`config.mk`:
```
export PLATFORM = sky130hd
export DESIGN_NAME = branch_unit
export DESIGN_NICKNAME = d
export VERILOG_FILES = /design/src/rtl/branch_unit.sv
export SDC_FILE = /design/constraint.sdc
export NUM_CORES = 1
export LEC_CHECK = 0
export CORE_MARGIN = 2
export CORE_UTILIZATION = 32
export DETAILED_ROUTE_END_ITERATION = 6
export SLEW_MARGIN = 15
export SYNTH_ARGS = -nofsm -noshare
export SYNTH_HDL_FRONTEND = slang
export SYNTH_SLANG_ARGS = --single-unit
```
`constraint.sdc`:
```
create_clock -name clk -period 3.8 [get_ports clk]
set_clock_uncertainty 0.15 [all_clocks]
set_input_delay 0.76 -clock clk [delete_from_list [all_inputs] [get_ports clk]]
set_output_delay 0.76 -clock clk [all_outputs]
set_load 0.02 [all_outputs]
```
`src/rtl/branch_unit.sv`:
```
// branch_unit: RV32I branch resolver with a 2-bit counter BHT, registered mispredict redirect and saturating stats
module branch_unit #(
  parameter int XLEN = 32,
  parameter int BHT_ENTRIES = 64,
  parameter logic [1:0] INIT_STATE = 2'b01,
  parameter int CNT_W = 32
) (
  input  logic            clk,
  input  logic            rst,
  input  logic [XLEN-1:0] pred_pc,
  output logic            pred_taken,
  input  logic            ex_valid,
  input  logic            ex_branch,
  input  logic [2:0]      ex_funct3,
  input  logic [XLEN-1:0] ex_rs1,
  input  logic [XLEN-1:0] ex_rs2,
  input  logic [XLEN-1:0] ex_pc,
  input  logic [XLEN-1:0] ex_target,
  input  logic            ex_pred_taken,
  output logic            ex_taken,
  output logic            redirect_valid,
  output logic [XLEN-1:0] redirect_pc,
  output logic [CNT_W-1:0] stat_branches,
  output logic [CNT_W-1:0] stat_mispredicts
);
  localparam int IW = $clog2(BHT_ENTRIES);
  logic [1:0] bht [BHT_ENTRIES];
  logic [IW-1:0] eidx;
  logic [1:0] cur;
  logic eq, slt, ult, cond, accept, mispredict;
  logic unused;
  assign unused = ^{pred_pc[XLEN-1:IW+2], pred_pc[1:0]};
  assign pred_taken = bht[pred_pc[IW+1:2]][1];
  // resolve the branch condition and decide whether this EX slot is accepted
  always_comb begin
    eidx = ex_pc[IW+1:2];
    cur = bht[eidx];
    eq = ex_rs1 == ex_rs2;
    slt = $signed(ex_rs1) < $signed(ex_rs2);
    ult = ex_rs1 < ex_rs2;
    cond = (ex_funct3[2] ? (ex_funct3[1] ? ult : slt) : eq) ^ ex_funct3[0];
    accept = ex_valid & ex_branch & (ex_funct3[2:1] != 2'b01) & ~redirect_valid;
    ex_taken = accept & cond;
    mispredict = accept & (ex_taken != ex_pred_taken);
  end
  // train the table, register the redirect and bump saturating statistics
  always_ff @(posedge clk) begin
    if (rst) begin
      for (int i = 0; i < BHT_ENTRIES; i++) bht[i] <= INIT_STATE;
      redirect_valid <= 1'b0;
      redirect_pc <= '0;
      stat_branches <= '0;
      stat_mispredicts <= '0;
    end else begin
      redirect_valid <= mispredict;
      if (mispredict) redirect_pc <= ex_taken ? ex_target : ex_pc + XLEN'(4);
      if (accept) bht[eidx] <= ex_taken ? (&cur ? cur : cur + 2'b01) : (~|cur ? cur : cur - 2'b01);
      if (accept && !(&stat_branches)) stat_branches <= stat_branches + CNT_W'(1);
      if (mispredict && !(&stat_mispredicts)) stat_mispredicts <= stat_mispredicts + CNT_W'(1);
    end
  end
endmodule
```
==> summary.txt, run 1 <==
STA
  – Final count of pins violating max slew: 0
  – Fin Hold WS: 0.308 ns
  – Worst-margin pin slew: 1.08 ns
  – Setup violators final: 0
  – RSZ-0062 raised after global routing: true
  – PnR worst setup slack: 0.0436 ns
  – Final hold viol count: 0
  – Min Tclk post-route: 3.76 ns
  – Slew margin rel.: 28.1%
  – Max frequency: 266 MHz
  – Fin crit share: 98.9%

Layout
  – Design area: 17800 um2
  – Final Non-Filler Cells: 2148
  – # fillers: 3776
  – Commonest non-fill, non-tap cell in the layout: clkdlybuf4s50_1
  – Commonest cells after routing, fill and taps aside: clkdlybuf4s50_1, edfxtp_1, nand2_1
  – Nets@finish: 1803
  – P&R area growth vs syn: 39.1%
  – Layout cells sized above 1: 21.4%

Synthesis
  – Synth top area share: 30.0%
  – EDFF count, synth: 128
  – Syn_nets: 1500
  – Post-synthesis async set-or-reset flop share: 0%
  – Dominant cells by area after synthesis: edfxtp_1, dfxtp_1, a22oi_1
  – Synth Area per Inst: 9.87 um2
  – Synth unique cells: 68
  – Sequential cell area fraction in the yosys report: 45.2%
  – Cell type with the largest total area after synthesis: edfxtp_1
  – Gate Count Post-Synth: 1297
  – Main synth FF type: edfxtp_1
  – Flops & latches, synth: 225
  – Cell Area, Synth: 12800 um2
  – Warnings from Yosys: 0

Floorplan
  – Io pins: 267
  – Die area: 41600 um2
  – Core Box Area: 39600 um2
  – Starting Density: 32.3%
  – Die height: 204 um
  – Row Count: 73
  – Die width: 204 um

Clock network
  – Skew-Pair Late Insertion Delay: 0.55 ns
  – H-tree Lvls: 1
  – TritonCTS clock tree: built
  – Clock Pin Slew Worst Setup and Hold Paths: 0.06 ns
  – CTS root buf: clkbuf_16
  – Bufs on Longest Clock Path: 3
  – Sink Count: 225
  – CTS Buf Count: 26

Critical path
  – Crit path max-delay cell type: mux4_2
  – WP buf/inv: 3
  – Crit path cell chain: buf_4 -> bufbuf_16 -> mux4_2 -> mux4_2 -> mux4_2 -> buf_4
  – WP data required: 2.89 ns
  – Max Fanout on Critical Path: 5
  – Arrival @ worst endpoint: 2.85 ns
  – Type of origin of the critical path: primary input
  – Crit Path Class: primary input to primary output
  – Max stage delay on crit path: 0.51 ns
  – R2r setup slk: 0.71 ns
  – Delay-heaviest family, CP: multiplexers
  – Crit end category: primary output
  – Cell mode on critical path: mux4_2

Power
  – Worst VDD drop: 0.000303 V
  – PD cells: 363 nW/um2
  – Leak: 0.00622 uW

Placement
  – Pre-CTS WS: -0.838 ns
  – Port Buffers: 240
  – Final Wtd Congestion: 0.900
  – Hpwl dp: 30.4 mm
  – Cells after DPL: 2089
  – Post-DP Area: 16500 um2

Route
  – WL/cell: 19.4 um
  – ANT nets after route: 0
  – DR vias: 11165
  – Routed vias/inst: 5.20
  – Top sig layer: met4
  – Met2 WL post-DR: 19.6 mm
  – DRT met1 WL: 17.0 mm
  – Met3 wirelength from detailed routing: 3.91 mm
  – # DRC: 0
  – Final WL: 41.6 mm
  – Initial drt markers: 822
  – Pre-Repair DR Iteration Count: 5

Global route
  – Antenna violations before repair: 3
  – GR Overflow Total: 0
  – Largest net degree at the start of global routing: 91
  – Vias in the first global route: 11619
  – First-pass GRT wire length: 65.1 mm
  – Gr usage total: 19.9%

Job
  – MaxCap Viol Count: 0

Worst hold path
  – Hold Path Class: flop to flop

Run status
  – Status: complete, no violations
-- per-layer routing --
metal	vias to the layer above	global-route usage (%)
li1	5304	-
met3	64	6.74
met5	-	0
met4	0	6.96
met2	388	33.0
met1	5409	24.2
-- path summary, 6_finish.rpt --
| path | cells past startpoint | startpoint | endpoint |
|---|---|---|---|
| hold reg to reg | 1 | redirect_pc[25]$_SDFFE_PP0P_ | redirect_pc[25]$_SDFFE_PP0P_ |
| setup reg to reg | 10 | stat_mispredicts[10]$_SDFFE_PP0P_ | stat_mispredicts[23]$_SDFFE_PP0P_ |
| setup / recovery | 6 | pred_pc[2] | pred_taken |
| hold / removal | 1 | redirect_pc[25]$_SDFFE_PP0P_ | redirect_pc[25]$_SDFFE_PP0P_ |
-- cells in the mapped netlist (4+ instances only) --
library cell    n
and3_1         23
a31oi_1         6
nand2b_1       76
o21ai_0        10
nor2_1        102
a22o_1          5
nand4_1        33
nor4_1         24
mux4_2         21
buf_2          27
a211oi_1        5
buf_6           7
xor2_1         38
xnor2_1        51
mux2i_1         4
ha_1           35
a221oi_1        5
a21oi_1        24
o22ai_1         4
edfxtp_1      128
and4_1          6
buf_1           6
a22oi_1        76
nand2_1       125
clkbuf_1       46
nor3b_1         4
a221o_1         4
o2bb2ai_1      22
dfxtp_1        97
and2_1          8
nor3_1         18
nor2_2         50
inv_1          45
nor2_4         10
nand3_1        99
buf_12          5
-- per-stage QoR --
stage,TNS (ns),power (uW),utilization [%]
after global placement,-75.61,3760,41.6
final,0,6460,44.9
after CTS,0,6490,44.8
after detailed placement,-88.68,3770,41.6
after global routing,-0.0195,6680,44.9
after floorplan,0,3280,-
-- flip-flops by register name, summed over array words and instances, names as in the netlist --
name              flops
redirect_pc          32
stat_branches        32
bht                 128
stat_mispredicts     32
redirect_valid        1
-- logic make-up (layout without fill, tap and decap cells) --
kind of cell,Yosys count,in the layout,synth area share [%]
flip-flops,225,225,45.2
XOR/XNOR,91,91,6.34
other,0,3,0
buffers and inverters,140,463,5.59
adder cells (fa/ha/maj),37,37,3.60
AO/OA/AOI/OAI,178,178,10.3
multiplexers,27,27,4.21
AND/OR/NAND/NOR,599,599,24.7
-- report_power, final --
part	switching [uW]	leakage (uW)	internal, uW
Clock	1060	0.000464	1620
Sequential	35.5	0.00193	2620
Combinational	601	0.00383	517
-- worst register-to-register path, stage by stage, from the launching register on --
cell and delay [ns]:
dfxtp_1 0.43, and3_1 0.23, and3_1 0.20, and3_1 0.21, and3_1 0.26, nand2b_1 0.15
o21ai_2 0.71, buf_4 0.32, nor4_1 0.08, xnor2_1 0.16, nor2_1 0.06
-- timing repair --
action,in CTS,in global routing
gates resized for setup,118,33
pin swaps,31,11
gates cloned,2,0
setup buffers,5,1
hold buffers,0,0
setup endpoints to repair,23,130
-- final cells by class --
type | count | area [um2] | share of cell area (%)
repair buffers | 370 | 3600 | 20.2
well taps | 525 | 657 | 3.69
clock buffers | 37 | 811 | 4.55
flip-flops and latches | 225 | 5790 | 32.5
diodes | 3 | 7.51 | 0.0422
inverters | 45 | 169 | 0.949
clock inverters | 11 | 113 | 0.633
multi-input cells | 932 | 6660 | 37.4
No activity file was read; power rests on OpenSTA's default activity.
==> run 2: changes to the inputs <==
--- a/config.mk
+++ b/config.mk
@@ -8,6 +8,7 @@
 export CORE_MARGIN = 2
 export CORE_UTILIZATION = 32
 export DETAILED_ROUTE_END_ITERATION = 6
+export MAX_ROUTING_LAYER = met4
 export SLEW_MARGIN = 15
 export SYNTH_ARGS = -nofsm -noshare
 export SYNTH_HDL_FRONTEND = slang
==> run 2 against run 1 <==
Net effect: sequential power about the same; utilization unchanged; non-clock buffer count unchanged; register-to-register slack about the same; sequential cell count unchanged; die area unchanged; global-route usage up 0.59 points; worst hold slack about the same; count of clock-buffer cells in the layout unchanged; highest routed layer unchanged; first-iteration DRC count down 6.9%; cell area unchanged.
==> summary.txt, run 2 (same netlist as run 1, synthesis figures left out) <==
STA
  – Setup violators final: 0 (unchanged)
  – Worst-margin pin slew: 1.07 ns (-0.00372 ns)
  – Sum of negative setup slack: 0 ns (unchanged)
  – PnR worst setup slack: 0.0451 ns (+0.00152 ns)
  – Fin crit share: 98.8% (about the same)
  – Max frequency: 266 MHz (about the same)
  – Final count of pins violating max slew: 0 (unchanged)
  – Min Tclk post-route: 3.75 ns (-0.00152 ns)
  – Slew margin rel.: 28.4% (+0.25 points)
  – Final hold viol count: 0 (unchanged)
  – RSZ-0062 raised after global routing: true

Layout
  – # fillers: 3776 (unchanged)
  – Commonest non-fill, non-tap cell in the layout: clkdlybuf4s50_1
  – Max FFs per register: 128 (unchanged)
  – Biggest register: bht
  – P&R area growth vs syn: 39.1% (unchanged)
  – Layout cells sized above 1: 21.4% (unchanged)
  – Fin util: 44.9% (unchanged)
  – Commonest cells after routing, fill and taps aside: clkdlybuf4s50_1, edfxtp_1, nand2_1
  – Nets@finish: 1803 (unchanged)
  – Design area: 17800 um2 (unchanged)

Floorplan
  – Io pins: 267 (unchanged)
  – Die width: 204 um (unchanged)
  – Die area: 41600 um2 (unchanged)
  – Row Count: 73 (unchanged)
  – Die height: 204 um (unchanged)
  – Starting Density: 32.3% (unchanged)
  – Core Box Area: 39600 um2 (unchanged)

Route
  – Final WL: 41.6 mm (about the same)
  – Routed vias/inst: 5.21 (+0.19%)
  – Pre-Repair DR Iteration Count: 5 (unchanged)
  – WL/cell: 19.4 um (about the same)
  – DR vias: 11186 (+0.19%)
  – # DRC: 0 (unchanged)
  – ANT nets after route: 0 (unchanged)
  – Initial drt markers: 765 (-6.9%)

Power
  – Leak: 0.00622 uW (unchanged)
  – Worst VDD drop: 0.000303 V (+0.15%)
  – PD cells: 363 nW/um2 (about the same)

Worst hold path
  – Hold Path Class: flop to flop

Critical path
  – Arrival @ worst endpoint: 2.84 ns (about the same)
  – Crit path max-delay cell type: mux4_2
  – Crit Path Class: primary input to primary output
  – Max Fanout on Critical Path: 5 (unchanged)
  – Crit path cell chain: buf_4 -> bufbuf_16 -> mux4_2 -> mux4_2 -> mux4_2 -> buf_4
  – Max stage delay on crit path: 0.51 ns (about the same)
  – WP data required: 2.89 ns (about the same)
  – Cell mode on critical path: mux4_2
  – R2r setup slk: 0.70 ns (about the same)
  – Type of origin of the critical path: primary input
  – Crit end category: primary output

Placement
  – Final Wtd Congestion: 0.919 (+2.1%)
  – Pre-CTS WS: -0.838 ns (unchanged)
  – Port Buffers: 240 (unchanged)
  – Hpwl dp: 30.4 mm (unchanged)
  – Post-DP Area: 16500 um2 (unchanged)

Clock network
  – CTS Buf Count: 26 (unchanged)
  – H-tree Lvls: 1 (unchanged)
  – Bufs on Longest Clock Path: 3 (unchanged)
  – Sink Count: 225 (unchanged)
  – Skew-Pair Late Insertion Delay: 0.55 ns (about the same)
  – Hold_buf cts: 0 (unchanged)
  – TritonCTS clock tree: built
  – CTS root buf: clkbuf_16
  – Clock Pin Slew Worst Setup and Hold Paths: 0.06 ns (about the same)

Global route
  – Antenna violations before repair: 3 (unchanged)
  – Gr usage total: 20.5% (+0.59 points)
  – Vias in the first global route: 11649 (+0.26%)
  – First-pass GRT wire length: 65.0 mm (-0.13%)
  – GR Overflow Total: 0 (unchanged)
  – Largest net degree at the start of global routing: 91 (unchanged)

Job
  – MaxCap Viol Count: 0 (unchanged)

Run status
  – Status: complete, no violations
==> run 2: through the flow <==
stage	power, uW	std cells	hold WS (ns)
after CTS	6490	2144	0.313
after global placement	3760	2089	0.297
after global routing	6680	2148	0.320
after floorplan	3280	1297	0.396
after detailed placement	3770	2089	0.296
final	6460	2148	0.308
==> run 2: critical path, delay by kind of cell <==
| family | cells | cell delay [ns] |
|---|---|---|
| buf+inv | 3 | 0.57 |
| mux | 3 | 1.50 |
==> run 2: what timing repair did <==
item	in CTS	in global routing
cloned	2	0
setup buffers	5	1
pin swaps	31	11
resized for setup	118	33
endpoints found under the setup margin	23	130
==> run 2: power breakdown <==
part	leakage [uW]	total (uW)	switching, uW	internal (uW)
Combinational	0.00383	1120	601	517
Clock	0.000464	2680	1060	1620
Sequential	0.00193	2660	35.7	2620
Total	0.00622	6460	1700	4760
==> run 2: worst paths after layout <==
path | startpoint | endpoint | cells after the start
max | pred_pc[2] | pred_taken | 6
min | redirect_pc[25]$_SDFFE_PP0P_ | redirect_pc[25]$_SDFFE_PP0P_ | 1
max reg2reg | stat_mispredicts[10]$_SDFFE_PP0P_ | stat_mispredicts[23]$_SDFFE_PP0P_ | 10
min reg2reg | redirect_pc[25]$_SDFFE_PP0P_ | redirect_pc[25]$_SDFFE_PP0P_ | 1
==> run 2: final cells by class <==
cell class,count,area [um2],share of cell area [%]
antenna,3,7.51,0.0422
clock buffer,37,811,4.55
clock inverter,11,113,0.633
inverter,45,169,0.949
multi-input combinational,932,6660,37.4
sequential,225,5790,32.5
tap,525,657,3.69
timing repair buffer,370,3600,20.2
==> run 2: metal layers <==
layer	GRT usage, %	vias up	wire (um)
met1	24.4	5402	17000
li1	-	5309	-
met5	-	-	0
met3	6.44	68	3850
met4	6.96	0	1200
met2	33.0	407	19600
==> edit 1, RTL diff (settings of run 2) <==
Put a register stage on the output `ex_taken`. The value now appears one clock later. The other outputs are not delayed to match.
--- a/src/rtl/branch_unit.sv
+++ b/src/rtl/branch_unit.sv
@@ -25,4 +25,6 @@
 );
   localparam int IW = $clog2(BHT_ENTRIES);
+
+  logic ex_taken_d;
   logic [1:0] bht [BHT_ENTRIES];
   logic [IW-1:0] eidx;
@@ -41,6 +43,6 @@
     cond = (ex_funct3[2] ? (ex_funct3[1] ? ult : slt) : eq) ^ ex_funct3[0];
     accept = ex_valid & ex_branch & (ex_funct3[2:1] != 2'b01) & ~redirect_valid;
-    ex_taken = accept & cond;
-    mispredict = accept & (ex_taken != ex_pred_taken);
+    ex_taken_d = accept & cond;
+    mispredict = accept & (ex_taken_d != ex_pred_taken);
   end
   // train the table, register the redirect and bump saturating statistics
@@ -54,9 +56,13 @@
     end else begin
       redirect_valid <= mispredict;
-      if (mispredict) redirect_pc <= ex_taken ? ex_target : ex_pc + XLEN'(4);
-      if (accept) bht[eidx] <= ex_taken ? (&cur ? cur : cur + 2'b01) : (~|cur ? cur : cur - 2'b01);
+      if (mispredict) redirect_pc <= ex_taken_d ? ex_target : ex_pc + XLEN'(4);
+      if (accept) bht[eidx] <= ex_taken_d ? (&cur ? cur : cur + 2'b01) : (~|cur ? cur : cur - 2'b01);
       if (accept && !(&stat_branches)) stat_branches <= stat_branches + CNT_W'(1);
       if (mispredict && !(&stat_mispredicts)) stat_mispredicts <= stat_mispredicts + CNT_W'(1);
     end
   end
+  always_ff @(posedge clk) begin
+    ex_taken <= ex_taken_d;
+  end
+
 endmodule
Check against the original RTL: not equivalent (a bounded check fails within 4 cycles, from zero or initial values and one cycle with rst high).
==> edit 1 against run 2 <==
  * Worst setup slack got worse by 8.3 ps
  * Area after synthesis is 2.9% lower
  * Routed wire length decreased by 3.6%
  * Power is 3.0% lower
  * Cell area down 2.8%
  * Sequential cell count rose by 1
  * Via count grew 4.0%
  * Synthesized cell count up 2.4%
  * Critical endpoint unchanged
  * Largest cell class unchanged
  * Highest routed layer unchanged
==> edit 1: results (changes against run 2) <==
{
  "synth_async_sr_flop_share": {"value": 0, "change": "unchanged"},
  "initial_antenna_violation_count": {"value": 3, "change": "unchanged"},
  "cp_max_fo": {"value": 8, "change": "+3"},
  "clk_path_buf_depth": {"value": 3, "change": "unchanged"},
  "first_global_vias": {"value": 11450, "change": "-1.7%"},
  "largest_register": "bht",
  "fillCellCount": {"value": 3693, "change": "-2.2%"},
  "clock_latency_ps": 540,
  "root_buffer": "sky130_fd_sc_hd__clkbuf_16",
  "status": "completed",
  "syn_avg_cell_area": {"value": 9.360, "unit": "um2", "change": "-5.2%"},
  "gr-usage-all-layers": {"value": 0.1982, "change": "-0.006946"},
  "irDropWorstVdd": {"value": 0.0003154, "unit": "V", "change": "+4.1%"},
  "critical_path_arrival": {"value": 2850, "unit": "ps", "change": "about the same"},
  "clock_tree.htree_level_count": {"value": 1, "change": "unchanged"},
  "gp_routability_congestion": {"value": 0.8803, "change": "-4.2%"},
  "yosys_warnings": {"value": 0, "change": "unchanged"},
  "clk_pin_slew": {"value": 60, "unit": "ps", "change": "about the same"},
  "detail_route.iter0.violations": {"value": 978, "change": "+28%"},
  "layout-drive-gt1-share": {"value": 0.1398, "change": "-0.07374"},
  "critPathSlowestCell": "sky130_fd_sc_hd__mux4_2",
  "number_of_port_buffers": {"value": 240, "change": "unchanged"},
  "numPlacedInstances": {"value": 2120, "change": "+1.5%"},
  "detailedPlace.worstSlack": {"value": -720.8, "unit": "ps", "change": "+117.0 ps"},
  "largest_net_degree_at_the_start_of_global_routing": {"value": 75, "change": "-18%"},
  "largest_register_ff_count": {"value": 128, "change": "unchanged"},
  "synth_area_leaders": "sky130_fd_sc_hd__edfxtp_1, sky130_fd_sc_hd__dfxtp_1, sky130_fd_sc_hd__nand2_1",
  "viasPerCell": {"value": 5.338, "change": "+2.5%"},
  "synthFlopType": "sky130_fd_sc_hd__edfxtp_1",
  "worst-slew-pin-transition": {"value": 781.0, "unit": "ps", "change": "-292.5 ps"},
  "nets": {"value": 1841, "change": "+2.1%"},
  "grt_pass1_wl": {"value": 62.63, "unit": "mm", "change": "-3.6%"},
  "synth-edff-count": {"value": 128, "change": "unchanged"},
  "detail_route.first_pass.iterations": {"value": 7, "change": "+2"},
  "critPathTopFamily": "multiplexers",
  "worstHoldPathType": "reg -> reg",
  "routedWlPerCell": {"value": 18.41, "unit": "um", "change": "-5.0%"},
  "seq_total_area_yosys": {"value": 0.4670, "change": "+0.01508"},
  "power.static_leakage": {"value": 6.030, "unit": "nW", "change": "-3.1%"},
  "synth_nets": {"value": 1531, "change": "+2.1%"},
  "post_synth_num_cell_types": {"value": 63, "change": "-7.4%"},
  "netlist_top_cells_count": "sky130_fd_sc_hd__nand2_1, sky130_fd_sc_hd__nor2_1, sky130_fd_sc_hd__edfxtp_1",
  "post_route_non_filler_standard_cell_count": {"value": 2180, "change": "+1.5%"},
  "cts_made_buffers": {"value": 27, "change": "+3.8%"},
  "dp.final_hpwl": {"value": 29.62, "unit": "mm", "change": "-2.7%"},
  "critPathMaxStageDelay_ps": 520
}
## edit 1: cell count changes in the layout (fill, tap and decap cells not counted), moves of 21 or more
| cell | run 2 | this run |
|---|---|---|
| sky130_fd_sc_hd__inv_1 | 24 | 51 |
| sky130_fd_sc_hd__clkdlybuf4s50_1 | 180 | 236 |
| sky130_fd_sc_hd__o21ai_0 | 6 | 37 |
| sky130_fd_sc_hd__ha_1 | 14 | 35 |
| sky130_fd_sc_hd__nor2_2 | 52 | 2 |
| sky130_fd_sc_hd__dlygate4sd2_1 | 39 | 0 |
| sky130_fd_sc_hd__a21oi_1 | 21 | 53 |
| sky130_fd_sc_hd__nand2_1 | 121 | 170 |
| sky130_fd_sc_hd__nand2b_1 | 76 | 12 |
| sky130_fd_sc_hd__or3_1 | 0 | 23 |
| sky130_fd_sc_hd__a22oi_1 | 76 | 45 |
| sky130_fd_sc_hd__nor2_1 | 100 | 143 |
## edit 1: logic make-up (layout without fill, tap and decap cells)
group           after synthesis  in the layout  synth area share
xor+xnor                     66             66           0.04831
other cells                   0              3                 0
compound gates              244            244            0.1349
mux                          29             29           0.04660
flops                       226            226            0.4670
fa+ha+maj                    37             37           0.03684
buf+inv                     144            475           0.04550
simple gates                582            582            0.2208
## edit 1: cell type report
| type | instances | area (um2) | share of cell area |
|---|---|---|---|
| clock inverters | 18 | 148.9 | 0.008600 |
| inverters | 52 | 195.2 | 0.01127 |
| diodes | 3 | 7.507 | 0.0004336 |
| clock buffers | 32 | 694.4 | 0.04011 |
| multi-input cells | 958 | 6187 | 0.3574 |
| flip-flops and latches | 226 | 5806 | 0.3353 |
| repair buffers | 373 | 3626 | 0.2094 |
| well taps | 518 | 648.1 | 0.03744 |
## edit 1: metal layers
layer	routed length, um	GRT usage
met1	16720	0.2531
met2	19270	0.3253
met3	3034	0.03223
met4	1109	0.05661
met5	0	-
## edit 1: power by group
part           switching (W)  internal [W]
Clock                0.00104       0.00144
Combinational       0.000565      0.000530
Sequential         0.0000446       0.00264
## edit 1: metrics by stage
stage / area [um2] / power, W
floorplan: 12440 / 0.003229
global placement: 16260 / 0.003765
detailed placement: 16260 / 0.003779
CTS: 17160 / 0.006266
global route: 17310 / 0.006501
finish: 17310 / 0.006263
## edit 1: final timing paths
check	startpoint	end	slack, ps	cells past startpoint
hold / removal	redirect_pc[18]	redirect_pc[18]	310	1
setup / recovery	pred_pc[3]	pred_taken	40	6
hold reg to reg	redirect_pc[18]	redirect_pc[18]	310	1
setup reg to reg	stat_mispredicts[8]	stat_mispredicts[1]	690	10
## edit 1: timing repair
| action | CTS | global route |
|---|---|---|
| pin swaps | 2 | 11 |
| hold buffers | 0 | 0 |
| setup buffers | 0 | 5 |
| gates cloned | 2 | 0 |
| gates resized for setup | 16 | 22 |
| setup endpoints to repair | 83 | 110 |
==> edit 2, RTL diff (config.mk and constraints of run 2) <==
Made on the original files. `BHT_ENTRIES`: 64 -> 32.
--- a/src/rtl/branch_unit.sv
+++ b/src/rtl/branch_unit.sv
@@ -2,5 +2,5 @@
 module branch_unit #(
   parameter int XLEN = 32,
-  parameter int BHT_ENTRIES = 64,
+  parameter int BHT_ENTRIES = 32,
   parameter logic [1:0] INIT_STATE = 2'b01,
   parameter int CNT_W = 32
Behaviour: not the same (a bounded check fails within 4 cycles, from zero or initial values and one cycle with rst high).
==> edit 2 against run 2 <==
  * The run now ends with negative setup slack left
  * Sequential cell count fell by 64
  * Worst setup slack got worse by 77 ps
  * Die area fell by 25%
  * Routed wire length decreased by 25%
  * Area after synthesis shrank 25%
  * Sequential power decreased by 30%
  * Combinational power down 21%
  * Cell area shrank 22%
  * Power fell by 31%
  * Clock power down 35%
==> edit 2: results (changes against run 2) <==
{
  "fillCellCount": {"value": 2771, "change": "-27%"},
  "area_share_of_fa_ha_maj_cells_after_synthesis": {"value": 0.05171, "change": "+0.01574"},
  "post_synth_num_cell_types": {"value": 56, "change": "-18%"},
  "critPathTopFamily": "simple AND/OR/NAND/NOR gates",
  "cts_made_buffers": {"value": 17, "change": "-35%"},
  "clock_latency": {"value": 440, "unit": "ps", "change": "-110 ps"},
  "gp_routability_congestion": {"value": 0.8610, "change": "-6.3%"},
  "largest_register_ff_count": {"value": 64, "change": "-50%"},
  "vias": {"value": 9068, "change": "-19%"},
  "finalWorstSetupSlack": {"value": -31.57, "unit": "ps", "change": "-76.67 ps"},
  "grt_use_met2": {"value": 0.3283, "change": "-0.001503"},
  "worst_r2r_startpoint": "stat_mispredicts[6]",
  "global_route.usage.met1": {"value": 0.2527, "change": "+0.009113"},
  "cp_max_fo": {"value": 3, "change": "-2"},
  "synth-edff-count": {"value": 64, "change": "-50%"},
  "use_met3": {"value": 0.05090, "change": "-0.01351"},
  "clock_tree.htree_level_count": {"value": 4, "change": "+3"},
  "power.combinational.total": {"value": 0.000880, "unit": "W", "change": "-21%"},
  "number_of_port_buffers": {"value": 239, "change": "-0.42%"},
  "finalSetupViolCount": {"value": 1, "change": "+1"},
  "critPathSlowestCell": "sky130_fd_sc_hd__mux2_4",
  "critical_path.endpoint": "ex_taken",
  "p_total": {"value": 0.004478, "unit": "W", "change": "-31%"},
  "status": "finished, violations left",
  "numPlacedInstances": {"value": 1670, "change": "-20%"},
  "failed_checks": "negative setup slack",
  "worst_reg2reg_path_depth": {"value": 11, "change": "+1"},
  "power.internal": {"value": 0.003157, "unit": "W", "change": "-34%"},
  "initial_antenna_violation_count": {"value": 1, "change": "-2"},
  "clk_path_buf_depth": {"value": 2, "change": "-1"},
  "irDropWorstVdd": {"value": 0.0002811, "unit": "V", "change": "-7.3%"},
  "seq_total_area_yosys": {"value": 0.4032, "change": "-0.04872"},
  "critPathMaxStageDelay": {"value": 330, "unit": "ps", "change": "-180 ps"},
  "largest_net_degree_at_the_start_of_global_routing": {"value": 60, "change": "-34%"},
  "clk_pin_slew": {"value": 80, "unit": "ps", "change": "+20 ps"},
  "timing.hold.worst.start": "redirect_pc[31]",
  "syn_avg_cell_area": {"value": 9.294, "unit": "um2", "change": "-5.8%"},
  "worst_setup_slack_for_register_to_register_paths": {"value": 680, "unit": "ps", "change": "-20 ps"},
  "gr-usage-all-layers": {"value": 0.2021, "change": "-0.003116"},
  "routedWlPerCell": {"value": 18.23, "unit": "um", "change": "-5.9%"},
  "placement.cell_area": {"value": 12880, "unit": "um2", "change": "-22%"},
  "dp.final_hpwl": {"value": 22.45, "unit": "mm", "change": "-26%"},
  "worst-slew-pin-transition": {"value": 700.8, "unit": "ps", "change": "-372.7 ps"},
  "grt_pass1_wl": {"value": 48.29, "unit": "mm", "change": "-26%"}
}
## edit 2: cells by family after synthesis
kind of cell	Yosys count
flip-flops	161
multiplexers	41
XOR/XNOR	55
AO/OA/AOI/OAI	189
buffers and inverters	119
AND/OR/NAND/NOR	426
adder cells (fa/ha/maj)	40
## edit 2: final cells by class
type	instances	area share
Inverter	57	0.01554
Antenna cell	1	0.0001797
Timing Repair Buffer	324	0.2211
Sequential cell	161	0.2774
Multi-Input combinational cell	751	0.4083
Clock inverter	15	0.01186
Tap cell	390	0.03504
Clock buffer	17	0.03055
## edit 2: layer usage
layer	share of wire	up-vias
met5	0	-
met1	0.43	4354
met4	0.015	0
li1	-	4384
met3	0.069	30
met2	0.48	300
## edit 2: repair_timing
| item | in CTS | in global routing |
|---|---|---|
| pin swaps | 40 | 34 |
| cloned | 0 | 4 |
| endpoints found under the setup margin | 130 | 35 |
| setup buffers | 7 | 2 |
| gates resized for setup | 176 | 61 |
